===== src/rtl/ps2_cmd_sequencer.sv =====
// Host-side PS/2 command sequencer: sends opcode/argument bytes through the byte
// transceiver, handles ACK/RESEND/BAT responses with retry and timeout, and forwards scan bytes.
module ps2_cmd_sequencer #(
    parameter int ACK_TIMEOUT = 1000000,
    parameter int MAX_RETRY   = 3
) (
    input  logic       CLOCK_50,
    input  logic       resetn,
    input  logic       req_valid,
    output logic       req_ready,
    input  logic [7:0] req_cmd,
    input  logic       req_has_arg,
    input  logic [7:0] req_arg,
    input  logic       req_wait_bat,
    output logic       done,
    output logic [1:0] status,
    output logic       busy,
    output logic [7:0] tx_data,
    output logic       tx_send,
    input  logic       tx_sent,
    input  logic       tx_error,
    input  logic [7:0] rx_data,
    input  logic       rx_valid,
    output logic [7:0] scan_data,
    output logic       scan_valid,
    output logic [3:0] dbg_state
);
    localparam int TW = $clog2(ACK_TIMEOUT + 1);
    localparam int RW = $clog2(MAX_RETRY + 1);
    localparam logic [TW-1:0] TMAX = TW'(ACK_TIMEOUT - 1);
    localparam logic [RW-1:0] RMAX = RW'(MAX_RETRY);

    typedef enum logic [3:0] {
        S_IDLE          = 4'd0,
        S_SEND_OP       = 4'd1,
        S_WAIT_OP_SENT  = 4'd2,
        S_WAIT_OP_ACK   = 4'd3,
        S_SEND_ARG      = 4'd4,
        S_WAIT_ARG_SENT = 4'd5,
        S_WAIT_ARG_ACK  = 4'd6,
        S_WAIT_BAT      = 4'd7,
        S_FINISH        = 4'd8
    } state_t;

    state_t        r_state;
    state_t        w_next;
    logic [7:0]    r_cmd;
    logic          r_has_arg;
    logic [7:0]    r_arg;
    logic          r_wait_bat;
    logic [RW-1:0] r_retry;
    logic [TW-1:0] r_timer;
    logic [1:0]    r_status;
    logic [7:0]    r_scan_data;
    logic          r_scan_valid;

    logic          w_accept;
    logic          w_status_set;
    logic [1:0]    w_status_val;
    logic          w_retry_inc;
    logic          w_retry_clr;
    logic          w_consumed;
    logic          w_expired;
    logic          w_timing;

    assign w_expired = (r_timer == TMAX);
    assign w_timing  = (r_state == S_WAIT_OP_ACK) || (r_state == S_WAIT_ARG_ACK) ||
                       (r_state == S_WAIT_BAT);

    always_ff @(posedge CLOCK_50 or negedge resetn) begin
        if (!resetn) r_state <= S_IDLE;
        else         r_state <= w_next;
    end

    // Request handshake: a request transfers on a cycle with req_valid && req_ready; req_ready is high only in IDLE.
    always_comb begin
        w_next       = r_state;
        w_accept     = 1'b0;
        w_status_set = 1'b0;
        w_status_val = 2'd0;
        w_retry_inc  = 1'b0;
        w_retry_clr  = 1'b0;
        w_consumed   = 1'b0;
        case (r_state)
            S_IDLE: begin
                if (req_valid) begin
                    w_accept = 1'b1;
                    w_next   = S_SEND_OP;
                end
            end
            S_SEND_OP:  w_next = S_WAIT_OP_SENT;
            S_SEND_ARG: w_next = S_WAIT_ARG_SENT;
            S_WAIT_OP_SENT, S_WAIT_ARG_SENT: begin
                if (tx_error) begin
                    w_next       = S_FINISH;
                    w_status_set = 1'b1;
                    w_status_val = 2'd3;
                end else if (tx_sent) begin
                    w_next = (r_state == S_WAIT_OP_SENT) ? S_WAIT_OP_ACK : S_WAIT_ARG_ACK;
                end
            end
            S_WAIT_OP_ACK, S_WAIT_ARG_ACK: begin
                if (rx_valid && rx_data == 8'hFA) begin
                    w_consumed  = 1'b1;
                    w_retry_clr = 1'b1;
                    if (r_state == S_WAIT_OP_ACK && r_has_arg) begin
                        w_next = S_SEND_ARG;
                    end else if (r_wait_bat) begin
                        w_next = S_WAIT_BAT;
                    end else begin
                        w_next       = S_FINISH;
                        w_status_set = 1'b1;
                        w_status_val = 2'd0;
                    end
                end else if (rx_valid && rx_data == 8'hFE) begin
                    w_consumed = 1'b1;
                    // A resend repeats only the byte currently in flight.
                    if (r_retry < RMAX) begin
                        w_retry_inc = 1'b1;
                        w_next      = (r_state == S_WAIT_OP_ACK) ? S_SEND_OP : S_SEND_ARG;
                    end else begin
                        w_next       = S_FINISH;
                        w_status_set = 1'b1;
                        w_status_val = 2'd1;
                    end
                end else if (w_expired) begin
                    w_next       = S_FINISH;
                    w_status_set = 1'b1;
                    w_status_val = 2'd2;
                end
            end
            S_WAIT_BAT: begin
                if (rx_valid && (rx_data == 8'hAA || rx_data == 8'hFC)) begin
                    w_consumed   = 1'b1;
                    w_next       = S_FINISH;
                    w_status_set = 1'b1;
                    w_status_val = (rx_data == 8'hAA) ? 2'd0 : 2'd1;
                end else if (w_expired) begin
                    w_next       = S_FINISH;
                    w_status_set = 1'b1;
                    w_status_val = 2'd2;
                end
            end
            S_FINISH: w_next = S_IDLE;
            default:  w_next = S_IDLE;
        endcase
    end

    always_ff @(posedge CLOCK_50 or negedge resetn) begin
        if (!resetn) begin
            r_cmd        <= 8'd0;
            r_has_arg    <= 1'b0;
            r_arg        <= 8'd0;
            r_wait_bat   <= 1'b0;
            r_retry      <= '0;
            r_timer      <= '0;
            r_status     <= 2'd0;
            r_scan_data  <= 8'd0;
            r_scan_valid <= 1'b0;
        end else begin
            if (w_accept) begin
                r_cmd      <= req_cmd;
                r_has_arg  <= req_has_arg;
                r_arg      <= req_arg;
                r_wait_bat <= req_wait_bat;
                r_retry    <= '0;
                r_status   <= 2'd0;
            end else begin
                if (w_retry_clr)      r_retry <= '0;
                else if (w_retry_inc) r_retry <= r_retry + 1'b1;
                if (w_status_set)     r_status <= w_status_val;
            end
            // Timer restarts on every entry into a wait state; scan bytes do not restart it.
            if (w_timing && w_next == r_state) r_timer <= r_timer + 1'b1;
            else                               r_timer <= '0;
            r_scan_valid <= rx_valid && !w_consumed;
            if (rx_valid && !w_consumed) r_scan_data <= rx_data;
        end
    end

    assign req_ready  = (r_state == S_IDLE);
    assign busy       = (r_state != S_IDLE);
    assign done       = (r_state == S_FINISH);
    assign status     = r_status;
    assign tx_send    = (r_state == S_SEND_OP) || (r_state == S_SEND_ARG);
    assign tx_data    = (r_state == S_SEND_OP)  ? r_cmd :
                        (r_state == S_SEND_ARG) ? r_arg : 8'd0;
    assign scan_data  = r_scan_data;
    assign scan_valid = r_scan_valid;
    assign dbg_state  = r_state;

endmodule


===== config.mk =====
export PLATFORM = sky130hd
export DESIGN_NAME = ps2_cmd_sequencer
export DESIGN_NICKNAME = d
export VERILOG_FILES = /design/src/rtl/ps2_cmd_sequencer.sv
export SDC_FILE = /design/constraint.sdc
export NUM_CORES = 1
export LEC_CHECK = 0
export BUFFER_PORTS_ARGS = -buffer_cell sky130_fd_sc_hd__buf_4
export CAP_MARGIN = 20
export CORE_MARGIN = 2
export CORE_UTILIZATION = 40
export DETAILED_ROUTE_END_ITERATION = 10
export MAX_ROUTING_LAYER = met4
export PLACE_DENSITY = 0.72
export SETUP_SLACK_MARGIN = 0.05
export SYNTH_ARGS = -nofsm -noshare
export SYNTH_HDL_FRONTEND = slang
export SYNTH_SLANG_ARGS = --single-unit

===== constraint.sdc =====
create_clock -name CLOCK_50 -period 2.6 [get_ports CLOCK_50]
set_input_delay 0.26 -clock CLOCK_50 [delete_from_list [all_inputs] [get_ports CLOCK_50]]
set_output_delay 0.26 -clock CLOCK_50 [all_outputs]
set_load 0.005 [all_outputs]

# After elaboration in Yosys (flattened, before gate mapping)

Cells that the tools add are included.

Bits in registers: 55
Word-level logic and storage cells: 94
Output and inout bits: 27
Bits of input ports: 32

Equality and inequality tests: 14
Mux-type cells: 50
Add/subtract/negate cells: 2
Reduce and logical (&&, ||, !) cells: 17
$lt $le $gt $ge: 1

Operators with widths:

| operator                                                              | number |
|---|---|
| 4-bit 2-to-1 mux                                                      | 10 |
| 8-bit equality test, second input constant                            | 4 |
| 4-bit one-hot mux with 6 select lines                                 | 1 |
| 1-bit 2-to-1 mux                                                      | 21 |
| 20-bit by 1-bit adder with 20-bit output, second input constant       | 1 |
| 20-bit equality test, second input constant                           | 1 |
| 2-bit 2-to-1 mux                                                      | 10 |
| 20-bit 2-to-1 mux                                                     | 1 |
| 4-bit by 3-bit equality test with 1-bit output, second input constant | 4 |
| 8-bit 2-to-1 mux                                                      | 2 |
| 4-bit by 2-bit equality test with 1-bit output, second input constant | 2 |
| 1-bit logical AND                                                     | 6 |
| 3-bit 2-to-1 mux                                                      | 2 |
| 2-bit one-hot mux with 3 select lines                                 | 1 |
| 4-bit by 1-bit equality test with 1-bit output, second input constant | 1 |
| 4-bit equality test                                                   | 1 |
| 4-bit equality test, second input constant                            | 1 |
| 4-bit logical NOT                                                     | 1 |
| 1-bit logical OR                                                      | 4 |
| 4-bit nonzero test                                                    | 1 |
| 2-bit OR reduction                                                    | 2 |
| 1-bit one-hot mux with 3 select lines                                 | 1 |
| 3-bit nonzero test                                                    | 1 |
| 2-bit by 1-bit adder with 2-bit output, second input constant         | 1 |
| other kinds (4)                                                       | 4 |

# Longest topological paths before layout

Depth in word-level cells: 9
Depth in mapped cells: 7
Depth with buffers taken out: 6

# Worst setup path before layout

OpenSTA, ideal clock, no wires.

Path kind: register to register
Start point: register r_timer[15]
End point: register r_status[0] (netlist: status[0])
Data arrival time: 2.056 ns
Required time: 2.476 ns
Cell stages (with the launch flop): 6
Setup slack: 0.420 ns
Path buffers: 0
Cell sequence: dfrtp_1 or4_1 or4_4 a211oi_2 nor4_1 a211o_1

Longest elaborated chain between the ends: 6
Elaborated cells between the ends (all ways): 7
Those cells by class: 1 x eq/ne; 5 x mux; 1 x reduce/logical

RTL lines:

| item                                    | line     | text |
|---|---|---|
| from (decl)                             | 52       | `logic [TW-1:0] r_timer;` |
| from (signal assigned)                  | 174      | `if (w_timing && w_next == r_state) r_timer <= r_timer + 1'b1;` |
| 20-bit equality test *                  | 66       | `assign w_expired = (r_timer == TMAX);` |
| 1-bit 2-to-1 mux *                      | 126, 138 |  |
| 1-bit 2-to-1 mux                        | 115      | `end else if (rx_valid && rx_data == 8'hFE) begin` |
| 1-bit 2-to-1 mux                        | 103      | `if (rx_valid && rx_data == 8'hFA) begin` |
| 1-bit one-hot mux with 3 select lines * | 84       | `case (r_state)` |
| 2-bit nonzero test (no line) *          | n/a      |  |
| to (signal assigned)                    | 171      | `if (w_status_set) r_status <= w_status_val;` |
| to (decl)                               | 53       | `logic [1:0] r_status;` |

Mark *: on every way between the ends. The rest lies on a longest branch, timed or not.
A chain may end at the register's enable or synchronous reset.

# Final worst setup path

Ends and elaborated chain as after synthesis.

==> out/results.ini <==
[clocking]
clk_latency_ns=0.31
root_buffer=clkbuf_8
cts_buffers=5
postCtsResizedCells=0
cts_setup_buffers=0
cts_tree=built
clk_pin_slew_worst_paths_ns=0.10
clkSinkCount=55
cts.htree.levels=2
cts.hold.buffers_added=0
cts_max_path_buffers=2

[logic_synthesis]
synth_edf_count=0
synth_seq_area_share_pct=49.0
ys_seq_elements=55
synth_top_flop_cell=dfrtp_1
yosysUniqueCellTypes=48
synth_nets=308
synth_warnings=0
synth_cells=274
synthArstFlopShare_pct=100
avgSynthCellArea_um2=10.3
syn-cell-area_um2=2810

[detailed_routing]
drcViolationCount=0
drt-initial-drc-count=120
via_count=2262
drtPass1Iterations=4
post_drt_wl_per_cell_um=13.8
viasPerCell=5.26
postRouteAntennaNets=0
totalWireLength_um=5920

[floorplanning]
rows=30
die_y_um=87.8
initial_core_util_pct=41.3
die_w_um=87.8
core-area_um2=6790
die_area_um2=7710
ios=59

[timing]
worst_slack_ns=0.331
skew_ns=0.0112
drv_slew=0
max_freq_mhz=441
rsz0062_at_grt=false
hold_viol=17
fin_crit_sh_pct=87.3
holdWs_ns=-0.0115
setup_viol=0
tns_ns=0
fin_crit_ns=2.27
worst_slew_pin_slew_ns=0.694
slew_headroom_pct=53.7

[worst_setup_path]
crit_arrival_ns=2.47
critPathRequiredTime_ns=2.80
cp-start-kind=flop
path_class=flop to flop
cp_max_fo=5
end_kind=flop

[cells_and_area]
stdcell_count=430
nets=368
postLayoutCellArea_um2=3450
syn_to_final_growth_pct=23.0
diodes=0
drive_gt1_share_pct=31.4

[global_routing]
grt_max_degree=56
overflow=0
grt_usage_pct=16.4
antenna_found_initial=0
grt_pass1_vias=2129
grt_pass1_wl_um=9560

[pwr]
ir_drop_v=0.000262
pwr_density_cell_nw_per_um2=762
pwr-share-clk_pct=17.9
leakage_nw=1.52
p_int_w=0.00179
seqPwrFrac_pct=45.2
swShare_pct=32.1
power_switching_w=0.000844
combPwrFrac_pct=37.0

[placement]
preCtsSetupSlack_ns=0.329
post-dp-hpwl_um=4350
placed_cell_area_um2=3370
dp.cells=423
gp_congestion=0.862
port_buffers=58

[flow_run]
cap_viol_max_count=0

[worst_hold_path]
hold_path.class=primary input to asynchronous set/reset pin

[run_status]
violations=hold timing
outcome=finished, violations left

-- cell type report --
type	instances	area, um2
Multi-Input combinational cell	201	1360
Clock buffer	6	82.6
Sequential cell	55	1380
Inverter	7	26.3
Timing Repair Buffer	64	480
Tap cell	96	120
Fill cell	622	3340
Clock inverter	1	5.00
-- path summary, 6_finish.rpt --
kind | cells after the start | slack (ns) | to | start
worst max-delay path | 5 | 0.33 | status[0]$_DFFE_PN0P_ | r_timer[15]$_DFF_PN0_
worst min-delay path | 1 | -0.01 | r_cmd[7]$_DFFE_PN0P_ | resetn
worst max register to register | 5 | 0.33 | status[0]$_DFFE_PN0P_ | r_timer[15]$_DFF_PN0_
worst min register to register | 1 | 0.50 | status[1]$_DFFE_PN0P_ | status[1]$_DFFE_PN0P_
max in group asynchronous | 1 | 2.14 | scan_data[0]$_DFFE_PN0P_ | resetn
min in group CLOCK_50 | 3 | 0.15 | r_wait_bat$_DFFE_PN0P_ | req_wait_bat
-- power by group through the flow --
stage / logic, W / clock network, W / registers [W]
after floorplan: 0.000610 / 0 / 0.00117
after global routing: 0.00108 / 0.000530 / 0.00122
after detailed placement: 0.000981 / 0 / 0.00121
after CTS: 0.000982 / 0.000497 / 0.00119
after global placement: 0.000959 / 0 / 0.00119
final: 0.000973 / 0.000470 / 0.00119
-- state kept, by name, summed over array words and instances, names as in the netlist --
| name | flops |
|---|---|
| r_wait_bat | 1 |
| r_timer | 20 |
| status | 2 |
| r_cmd | 8 |
| r_arg | 8 |
| scan_valid | 1 |
| scan_data | 8 |
| dbg_state | 4 |
| r_retry | 2 |
| r_has_arg | 1 |
-- per-layer routing --
metal | vias to the layer above | share of wire (%) | global-route usage, %
met5 | - | 0 | -
met4 | 0 | 1.8 | 6.15
met3 | 9 | 2.9 | 2.92
met2 | 41 | 52 | 27.5
met1 | 1121 | 43 | 19.6
li1 | 1091 | - | -
-- layout by cell type, fill, tap and decap left out, types with 3 or more instances in the layout --
cell      netlist  routed
nor3_1          7       7
nand3b_1        3       3
buf_4           0      64
nand2_1        17      17
xor2_1         14      14
nand3_1        12      12
and2_1          4       4
nand2b_1        3       3
clkbuf_8        0       6
xnor2_1         4       4
nand4b_1        3       3
and3_1          3       3
o21ai_0         8       8
nor2b_1         3       3
a22oi_1        10      10
mux2_2         25      25
nor2_1         37      37
and4_1          3       3
nand4_1         4       4
inv_1           7       7
dfrtp_1        55      55
a21oi_1         7       7
-- worst max-delay path, cell delays in order, from the launching register on --
cell	delay [ns]
dfrtp_1	0.40
or4_1	0.55
or4_4	0.58
a211oi_2	0.26
nor4_1	0.09
a211o_1	0.29
-- cell usage after synthesis (all sizes together), types with 4 or more instances --
cell	instances	area [um2]
dfrtp	55	1380
nor2	37	139
mux2	25	282
nand2	17	63.8
xor2	14	123
nand3	12	60.1
a22oi	10	75.1
clkbuf	10	37.5
o21ai	8	40.0
a21oi	7	35.0
inv	7	26.3
nor3	7	35.0
and2	5	31.3
nand4	4	25.0
xnor2	4	35.0
-- kinds of logic after synthesis --
| group | Yosys count | share of synthesized area [%] |
|---|---|---|
| mux | 26 | 10.4 |
| compound gates | 41 | 10.2 |
| simple gates | 114 | 21.5 |
| fa+ha+maj | 2 | 0.891 |
| buf+inv | 18 | 2.45 |
| flops | 55 | 49.0 |
| xor+xnor | 18 | 5.61 |
-- metrics by stage --
step	hold slack, ns	utilization, %	power [W]
floorplan	-0.0356	-	0.00178
global placement	0.347	49.6	0.00215
detailed placement	0.356	49.6	0.00219
CTS	0.00989	50.8	0.00267
global route	0.0330	50.8	0.00282
finish	-0.0115	50.8	0.00263
Note: power is estimated with default switching activity, not from simulation.
